File: config.mk
export PLATFORM = sky130hd
export DESIGN_NAME = interp_upsampler_flat
export DESIGN_NICKNAME = d
export VERILOG_FILES = /design/src/rtl/interp_upsampler_pkg.sv /design/src/rtl/interp_upsampler_if.sv /design/src/rtl/interp_upsampler_pace_counter.sv /design/src/rtl/interp_upsampler.sv /design/src/flat_wrapper.sv
export SDC_FILE = /design/constraint.sdc
export NUM_CORES = 1
export LEC_CHECK = 0
export CELL_PAD_IN_SITES_DETAIL_PLACEMENT = 1
export CELL_PAD_IN_SITES_GLOBAL_PLACEMENT = 1
export CORE_AREA = 2 2 142 144
export CTS_BUF_LIST = sky130_fd_sc_hd__clkbuf_16
export CTS_CLUSTER_SIZE = 28
export DETAILED_ROUTE_END_ITERATION = 8
export DIE_AREA = 0 0 144 146
export PLACE_DENSITY = 0.61
export SETUP_SLACK_MARGIN = 0.5
export SYNTH_ARGS = -nofsm -noshare
export SYNTH_HDL_FRONTEND = slang
export SYNTH_SLANG_ARGS = --single-unit
export TNS_END_PERCENT = 50
File: constraint.sdc
create_clock -name clk_in -period 5.1 [get_ports clk_in]
set_input_delay 1.53 -clock clk_in [delete_from_list [all_inputs] [get_ports clk_in]]
set_output_delay 1.53 -clock clk_in [all_outputs]
set_load 0.01 [all_outputs]
File: src/rtl/interp_upsampler_pkg.sv
// Shared audio constants and types for the playback-side upsampler.
// OUT_SPACING_48K is the clk_m cycle count per 48 kHz output sample.
package interp_upsampler_pkg;

    localparam int AUDIO_DATA_WIDTH = 16;
    localparam int CLK_M_HZ         = 98_300_000;
    localparam int OUT_RATE_HZ      = 48_000;

    // Rounded to the nearest whole cycle so the output rate error stays below half a cycle.
    function automatic int cycles_per_sample(input int clk_hz, input int rate_hz);
        return (clk_hz + rate_hz / 2) / rate_hz;
    endfunction

    localparam int OUT_SPACING_48K = cycles_per_sample(CLK_M_HZ, OUT_RATE_HZ);

    typedef enum logic {
        IDLE,
        EMIT
    } ups_state_t;

endpackage

File: src/rtl/interp_upsampler_if.sv
// Sample-stream interface for the interpolating upsampler.
// The master side produces samples; the slave side is the upsampler.
interface interp_upsampler_if #(
    parameter int DATA_WIDTH = interp_upsampler_pkg::AUDIO_DATA_WIDTH
);

    logic                         valid_in;
    logic signed [DATA_WIDTH-1:0] data_in;
    logic                         valid_out;
    logic signed [DATA_WIDTH-1:0] data_out;
    logic                         busy_out;
    logic                         overrun_out;

    modport master (
        output valid_in,
        output data_in,
        input  valid_out,
        input  data_out,
        input  busy_out,
        input  overrun_out
    );

    modport slave (
        input  valid_in,
        input  data_in,
        output valid_out,
        output data_out,
        output busy_out,
        output overrun_out
    );

endinterface

File: src/rtl/interp_upsampler_pace_counter.sv
// Modulo-N pacing counter; tick is high while enabled and the count sits at
// zero, giving one strobe every N enabled cycles starting right after a clear.
module pace_counter #(
    parameter int N = 2
) (
    input  logic clk,
    input  logic rst,
    input  logic clear,
    input  logic enable,
    output logic tick
);

    localparam int CW = (N > 1) ? $clog2(N) : 1;

    logic [CW-1:0] count;

    always_ff @(posedge clk) begin
        if (rst) begin
            count <= '0;
        end else if (clear) begin
            count <= '0;
        end else if (enable) begin
            count <= (count == CW'(N - 1)) ? '0 : count + 1'b1;
        end
    end

    assign tick = enable && (count == '0);

endmodule

File: src/rtl/interp_upsampler.sv
// Linear-interpolating upsampler: each input sample becomes 2^LOG2_FACTOR
// evenly paced outputs ramping from the previous sample to the new one.
module interp_upsampler
    import interp_upsampler_pkg::*;
#(
    parameter int DATA_WIDTH  = AUDIO_DATA_WIDTH,
    parameter int LOG2_FACTOR = 2,
    parameter int OUT_SPACING = OUT_SPACING_48K
) (
    input  logic               clk_in,
    input  logic               rst_in,
    interp_upsampler_if.slave  bus
);

    localparam int L   = 1 << LOG2_FACTOR;
    localparam int DW1 = DATA_WIDTH + 1;
    localparam int AW  = DATA_WIDTH + LOG2_FACTOR + 1;
    localparam int IW  = LOG2_FACTOR + 1;

    ups_state_t                   state;
    logic signed [DATA_WIDTH-1:0] prev;
    logic signed [DATA_WIDTH-1:0] cur_x;
    logic signed [DATA_WIDTH-1:0] pend;
    logic                         pend_full;
    logic signed [DW1-1:0]        delta;
    logic signed [AW-1:0]         acc;
    logic [IW-1:0]                emit_idx;
    logic                         drop_q;

    logic                         accept;
    logic                         tick;
    logic                         last;
    logic signed [DATA_WIDTH-1:0] start_base;
    logic signed [DATA_WIDTH-1:0] start_x;
    logic signed [DW1-1:0]        start_delta;
    logic signed [AW-1:0]         start_acc;
    logic signed [AW-1:0]         delta_ext;
    logic signed [AW-1:0]         sum;
    logic signed [DATA_WIDTH-1:0] emit_val;

    assign accept = (state == IDLE) && bus.valid_in;

    pace_counter #(
        .N (OUT_SPACING)
    ) u_pace (
        .clk    (clk_in),
        .rst    (rst_in),
        .clear  (accept),
        .enable (state == EMIT),
        .tick   (tick)
    );

    assign last = tick && (emit_idx == IW'(L - 1));

    // A chained block ramps from the sample just reached; a fresh one from prev.
    always_comb begin
        start_base  = (state == IDLE) ? prev : cur_x;
        start_x     = pend_full ? pend : bus.data_in;
        start_delta = {start_x[DATA_WIDTH-1], start_x} - {start_base[DATA_WIDTH-1], start_base};
        start_acc   = {{(LOG2_FACTOR + 1){start_base[DATA_WIDTH-1]}}, start_base} <<< LOG2_FACTOR;
    end

    assign delta_ext = {{(AW - DW1){delta[DW1-1]}}, delta};
    assign sum       = acc + delta_ext;
    assign emit_val  = sum[DATA_WIDTH+LOG2_FACTOR-1:LOG2_FACTOR];

    always_ff @(posedge clk_in) begin
        if (rst_in) begin
            state           <= IDLE;
            prev            <= '0;
            cur_x           <= '0;
            pend            <= '0;
            pend_full       <= 1'b0;
            delta           <= '0;
            acc             <= '0;
            emit_idx        <= '0;
            drop_q          <= 1'b0;
            bus.valid_out   <= 1'b0;
            bus.data_out    <= '0;
            bus.busy_out    <= 1'b0;
            bus.overrun_out <= 1'b0;
        end else begin
            bus.valid_out   <= 1'b0;
            bus.overrun_out <= drop_q;
            bus.busy_out    <= (state == EMIT) && pend_full;
            drop_q          <= 1'b0;

            case (state)
                IDLE: begin
                    if (bus.valid_in) begin
                        state    <= EMIT;
                        cur_x    <= bus.data_in;
                        delta    <= start_delta;
                        acc      <= start_acc;
                        emit_idx <= '0;
                    end
                end

                EMIT: begin
                    if (tick) begin
                        bus.valid_out <= 1'b1;
                        bus.data_out  <= emit_val;
                        acc           <= sum;
                        emit_idx      <= emit_idx + 1'b1;
                    end
                    // An input on the final emission either chains straight in or is dropped.
                    if (last) begin
                        prev     <= cur_x;
                        emit_idx <= '0;
                        if (pend_full || bus.valid_in) begin
                            cur_x     <= start_x;
                            delta     <= start_delta;
                            acc       <= start_acc;
                            pend_full <= 1'b0;
                            drop_q    <= pend_full && bus.valid_in;
                        end else begin
                            state <= IDLE;
                        end
                    end else if (bus.valid_in) begin
                        if (pend_full) begin
                            drop_q <= 1'b1;
                        end else begin
                            pend      <= bus.data_in;
                            pend_full <= 1'b1;
                        end
                    end
                end

                default: state <= IDLE;
            endcase
        end
    end

endmodule
File: src/flat_wrapper.sv
// flat-port wrapper written by rule: the top's interface ports become plain ports
module interp_upsampler_flat import interp_upsampler_pkg::*;
#(
    parameter int DATA_WIDTH  = AUDIO_DATA_WIDTH,
    parameter int LOG2_FACTOR = 2,
    parameter int OUT_SPACING = OUT_SPACING_48K
)
  (clk_in, rst_in, bus_valid_in, bus_data_in, bus_valid_out, bus_data_out, bus_busy_out, bus_overrun_out);
  interp_upsampler_if #(.DATA_WIDTH(DATA_WIDTH)) bus_i ();
  input  logic clk_in;
  input  logic rst_in;
  input wire logic [$bits(bus_i.valid_in)-1:0] bus_valid_in;
  input wire logic [$bits(bus_i.data_in)-1:0] bus_data_in;
  output wire logic [$bits(bus_i.valid_out)-1:0] bus_valid_out;
  output wire logic [$bits(bus_i.data_out)-1:0] bus_data_out;
  output wire logic [$bits(bus_i.busy_out)-1:0] bus_busy_out;
  output wire logic [$bits(bus_i.overrun_out)-1:0] bus_overrun_out;
  assign bus_i.valid_in = bus_valid_in;
  assign bus_i.data_in = bus_data_in;
  assign bus_valid_out = bus_i.valid_out;
  assign bus_data_out = bus_i.data_out;
  assign bus_busy_out = bus_i.busy_out;
  assign bus_overrun_out = bus_i.overrun_out;
  interp_upsampler #(.DATA_WIDTH(DATA_WIDTH), .LOG2_FACTOR(LOG2_FACTOR), .OUT_SPACING(OUT_SPACING)) u_core (.clk_in(clk_in), .rst_in(rst_in), .bus(bus_i));
endmodule
==> impl_metrics.yaml <==
routing:
  via_count: 6163
  drt-total-wl_mm: 20.4
  remaining_drc_errors: 0
  dr.first_iter.drc_count: 313
  drt_first_pass_iters: 4
  drtAntennaViolNets: 0
  routed_via_density: 5.43
  avgRoutedWirePerCell_microns: 17.9
die:
  dieHeight_microns: 146
  initial_core_util_pct: 34.6
  core-area_sq_um: 19300
  num_io_pins: 38
  die_x_microns: 144
  rows: 51
  die_area_sq_um: 21000
synthesis:
  ys_seq_area_share_pct: 35.6
  syn_area_per_cell_sq_um: 7.95
  ys_warn_count: 0
  yosysUniqueCellTypes: 59
  synth-edff-count: 0
  postSynthCellCount: 842
  synth-async-reset-ratio_pct: 0
  synthesis.area_sq_um: 6700
  ys_seq_elements: 119
  syn_nets: 899
  synthFlopType: "dfxtp_1"
timing:
  fin_crit_ns: 3.89
  setup_ws_ns: 1.21
  slew_violations: 0
  fin_skew_ns: 0.00824
  worstMarginPinSlew_ns: 1.16
  period_share_pct: 76.3
  setup_viol: 0
  rsz0062_at_grt: "false"
  fmax_mhz: 257
  tns_ns: 0
  timing.slew.headroom_pct: 22.7
  hold_viol: 0
grt:
  track_usage_pct: 20.3
  antenna_found_initial: 0
  grt_pass1_vias: 6388
  grt_overflow_total: 0
  grt_pass1_wl_mm: 33.6
  grt_start_max_net_pins: 83
cells_and_area:
  num-nets-final: 916
  postLayoutCellArea_sq_um: 7810
  n_antenna_cell: 0
  drive_gt1_share_pct: 7.23
  area_growth_syn_to_layout_pct: 16.7
clock_tree:
  numCtsBuffers: 17
  clockBufferDepth: 2
  clock_latency_ns: 0.42
  cts_num_sinks: 119
  cts_tree: "done"
  path_clk_slew_ns: 0.06
  hold_buffers: 0
  cts_resized: 0
  cts_setup_buffers: 0
  cts_root_buf: "clkbuf_16"
  htreeDepth: 4
worst_setup_path:
  end_kind: "register"
  worstSetupPathType: "in2reg"
  worst-r2r-setup-slack_ns: 1.51
  r2r_end: "u_core.cur_x[5]$_SDFFE_PP0P_"
  startpoint: "bus_data_in[2]"
  arrival_ns: 4.20
  reg2regPathDepth: 8
  crit_path_end: "u_core.delta[14]$_SDFFE_PP0P_"
  reg2reg_from: "u_core.state$_SDFF_PP0_"
  crit_path_max_fanout: 4
  crit_required_ns: 5.41
  start_kind: "primary input"
placed_design:
  io_buffers: 37
  hpwl_mm: 14.8
  pre_cts_ws_ns: 0.807
  place_area_sq_um: 7270
  place_congestion: 0.864
run_status:
  status: "finished, final reports clean"
power_and_ir_drop:
  p_leak_nw: 2.94
  power.density_nw_per_um2: 346
  peakVddDrop_uv: 233
hold_path:
  hold_path.class: "reg2reg"
flow_run:
  maxCapViolCount: 0
[report_power, final]
| group | switching [mW] | total, mW | internal [mW] |
|---|---|---|---|
| Clock | 0.434 | 1.13 | 0.700 |
| Sequential | 0.0508 | 1.04 | 0.989 |
| Combinational | 0.317 | 0.530 | 0.212 |
[metal layers]
| metal | vias up | part of all wire (%) | GRT usage, % |
|---|---|---|---|
| met1 | 2995 | 48 | 26.4 |
| li1 | 3041 | - | - |
| met5 | - | 0 | 0 |
| met2 | 108 | 47 | 33.4 |
| met4 | 0 | 1.3 | 5.64 |
| met3 | 19 | 3.5 | 4.71 |
[final cells by class]
class,instances,area [sq um]
clock buffers,17,425
clock inverters,14,116
fillers,2319,11500
inverters,17,63.8
multi-input cells,659,4060
flip-flops and latches,119,2380
well taps,265,332
repair buffers,45,428
[registers in the layout, indices dropped and copies added (netlist names), 3 cells and up]
name and cells:
u_core.acc 18, u_core.bus.data_out 16, u_core.emit_idx 3, u_core.pend 16, u_core.cur_x 16, u_core.prev 16, u_core.delta 17, u_core.u_pace.count 11
[layout by cell type, fill, tap and decap left out, types with 6 or more instances in the layout]
master	Yosys	routed
a211o_1	6	6
a211oi_1	20	20
a21oi_1	80	80
a311oi_1	18	18
buf_4	1	9
clkbuf_16	0	17
clkdlybuf4s50_1	0	36
clkinv_2	0	6
dfxtp_1	119	118
ha_1	36	36
inv_1	17	17
mux2_2	15	15
mux2i_1	18	18
nand2_1	119	119
nand2b_1	10	10
nand3_1	31	31
nand4_1	6	6
nor2_1	99	99
nor2b_1	19	19
nor3_1	28	28
o21a_1	10	10
o21ai_0	34	34
or3_1	6	6
xnor2_1	13	13
xor2_1	15	15
[worst min-delay path by stage]
stage / startpoint / cells after the start / to
after global routing: u_core.prev[7]$_SDFFE_PP0P_ / 2 / u_core.prev[7]$_SDFFE_PP0P_
after global placement: u_core.prev[7]$_SDFFE_PP0P_ / 2 / u_core.prev[7]$_SDFFE_PP0P_
after CTS: u_core.prev[7]$_SDFFE_PP0P_ / 2 / u_core.prev[7]$_SDFFE_PP0P_
final: u_core.bus.data_out[10]$_SDFFE_PP0P_ / 2 / u_core.bus.data_out[10]$_SDFFE_PP0P_
after floorplan: u_core.drop_q$_SDFF_PP0_ / 1 / u_core.bus.overrun_out$_SDFF_PP0_
after detailed placement: u_core.prev[7]$_SDFFE_PP0P_ / 2 / u_core.prev[7]$_SDFFE_PP0P_
[cell usage after synthesis (13+ instances only)]
cell | number | share of area (%)
dfxtp_1 | 119 | 36
nand2_1 | 119 | 6.7
nor2_1 | 99 | 5.6
a21oi_1 | 80 | 6.0
ha_1 | 36 | 6.7
clkbuf_1 | 34 | 1.9
o21ai_0 | 34 | 2.5
nand3_1 | 31 | 2.3
nor3_1 | 28 | 2.1
a211oi_1 | 20 | 2.2
nor2b_1 | 19 | 1.8
a311oi_1 | 18 | 2.4
mux2i_1 | 18 | 2.7
inv_1 | 17 | 0.95
mux2_2 | 15 | 2.5
xor2_1 | 15 | 2.0
xnor2_1 | 13 | 1.7
[logic make-up (layout without fill, tap and decap cells)]
family	count (synthesis)	count (layout)	share of synthesized area, %
xor gates and xnor gates	28	28	3.66
adders and majority gates	38	38	7.33
muxes	33	33	5.21
AOI/OAI and AO/OA	208	208	19.9
and+or+nand+nor	352	352	24.6
buffers and inverters	64	93	3.76
DFF	119	119	35.6
[metrics by stage]
step	hold WS [ns]	instances	power (mW)	util [%]
3_5_place_dp	0.446	1105	1.59	37.6
3_3_place_gp	0.438	1105	1.57	37.6
5_1_grt	0.469	1136	2.85	40.4
4_1_cts	0.454	1136	2.73	40.4
2_1_floorplan	0.414	842	1.41	-
6_report	0.451	1136	2.70	40.4
[worst max-delay path, cell delays in order]
cell and delay [ns]:
clkdlybuf4s50_1 0.42, mux2_2 0.29, ha_1 0.35, nor2b_1 0.16
o31ai_1 0.42, a32oi_1 0.24, and2_1 0.22, o221ai_1 0.21
nor4_1 0.07, a211o_1 0.29
Power figures use the tool's default switching activity.
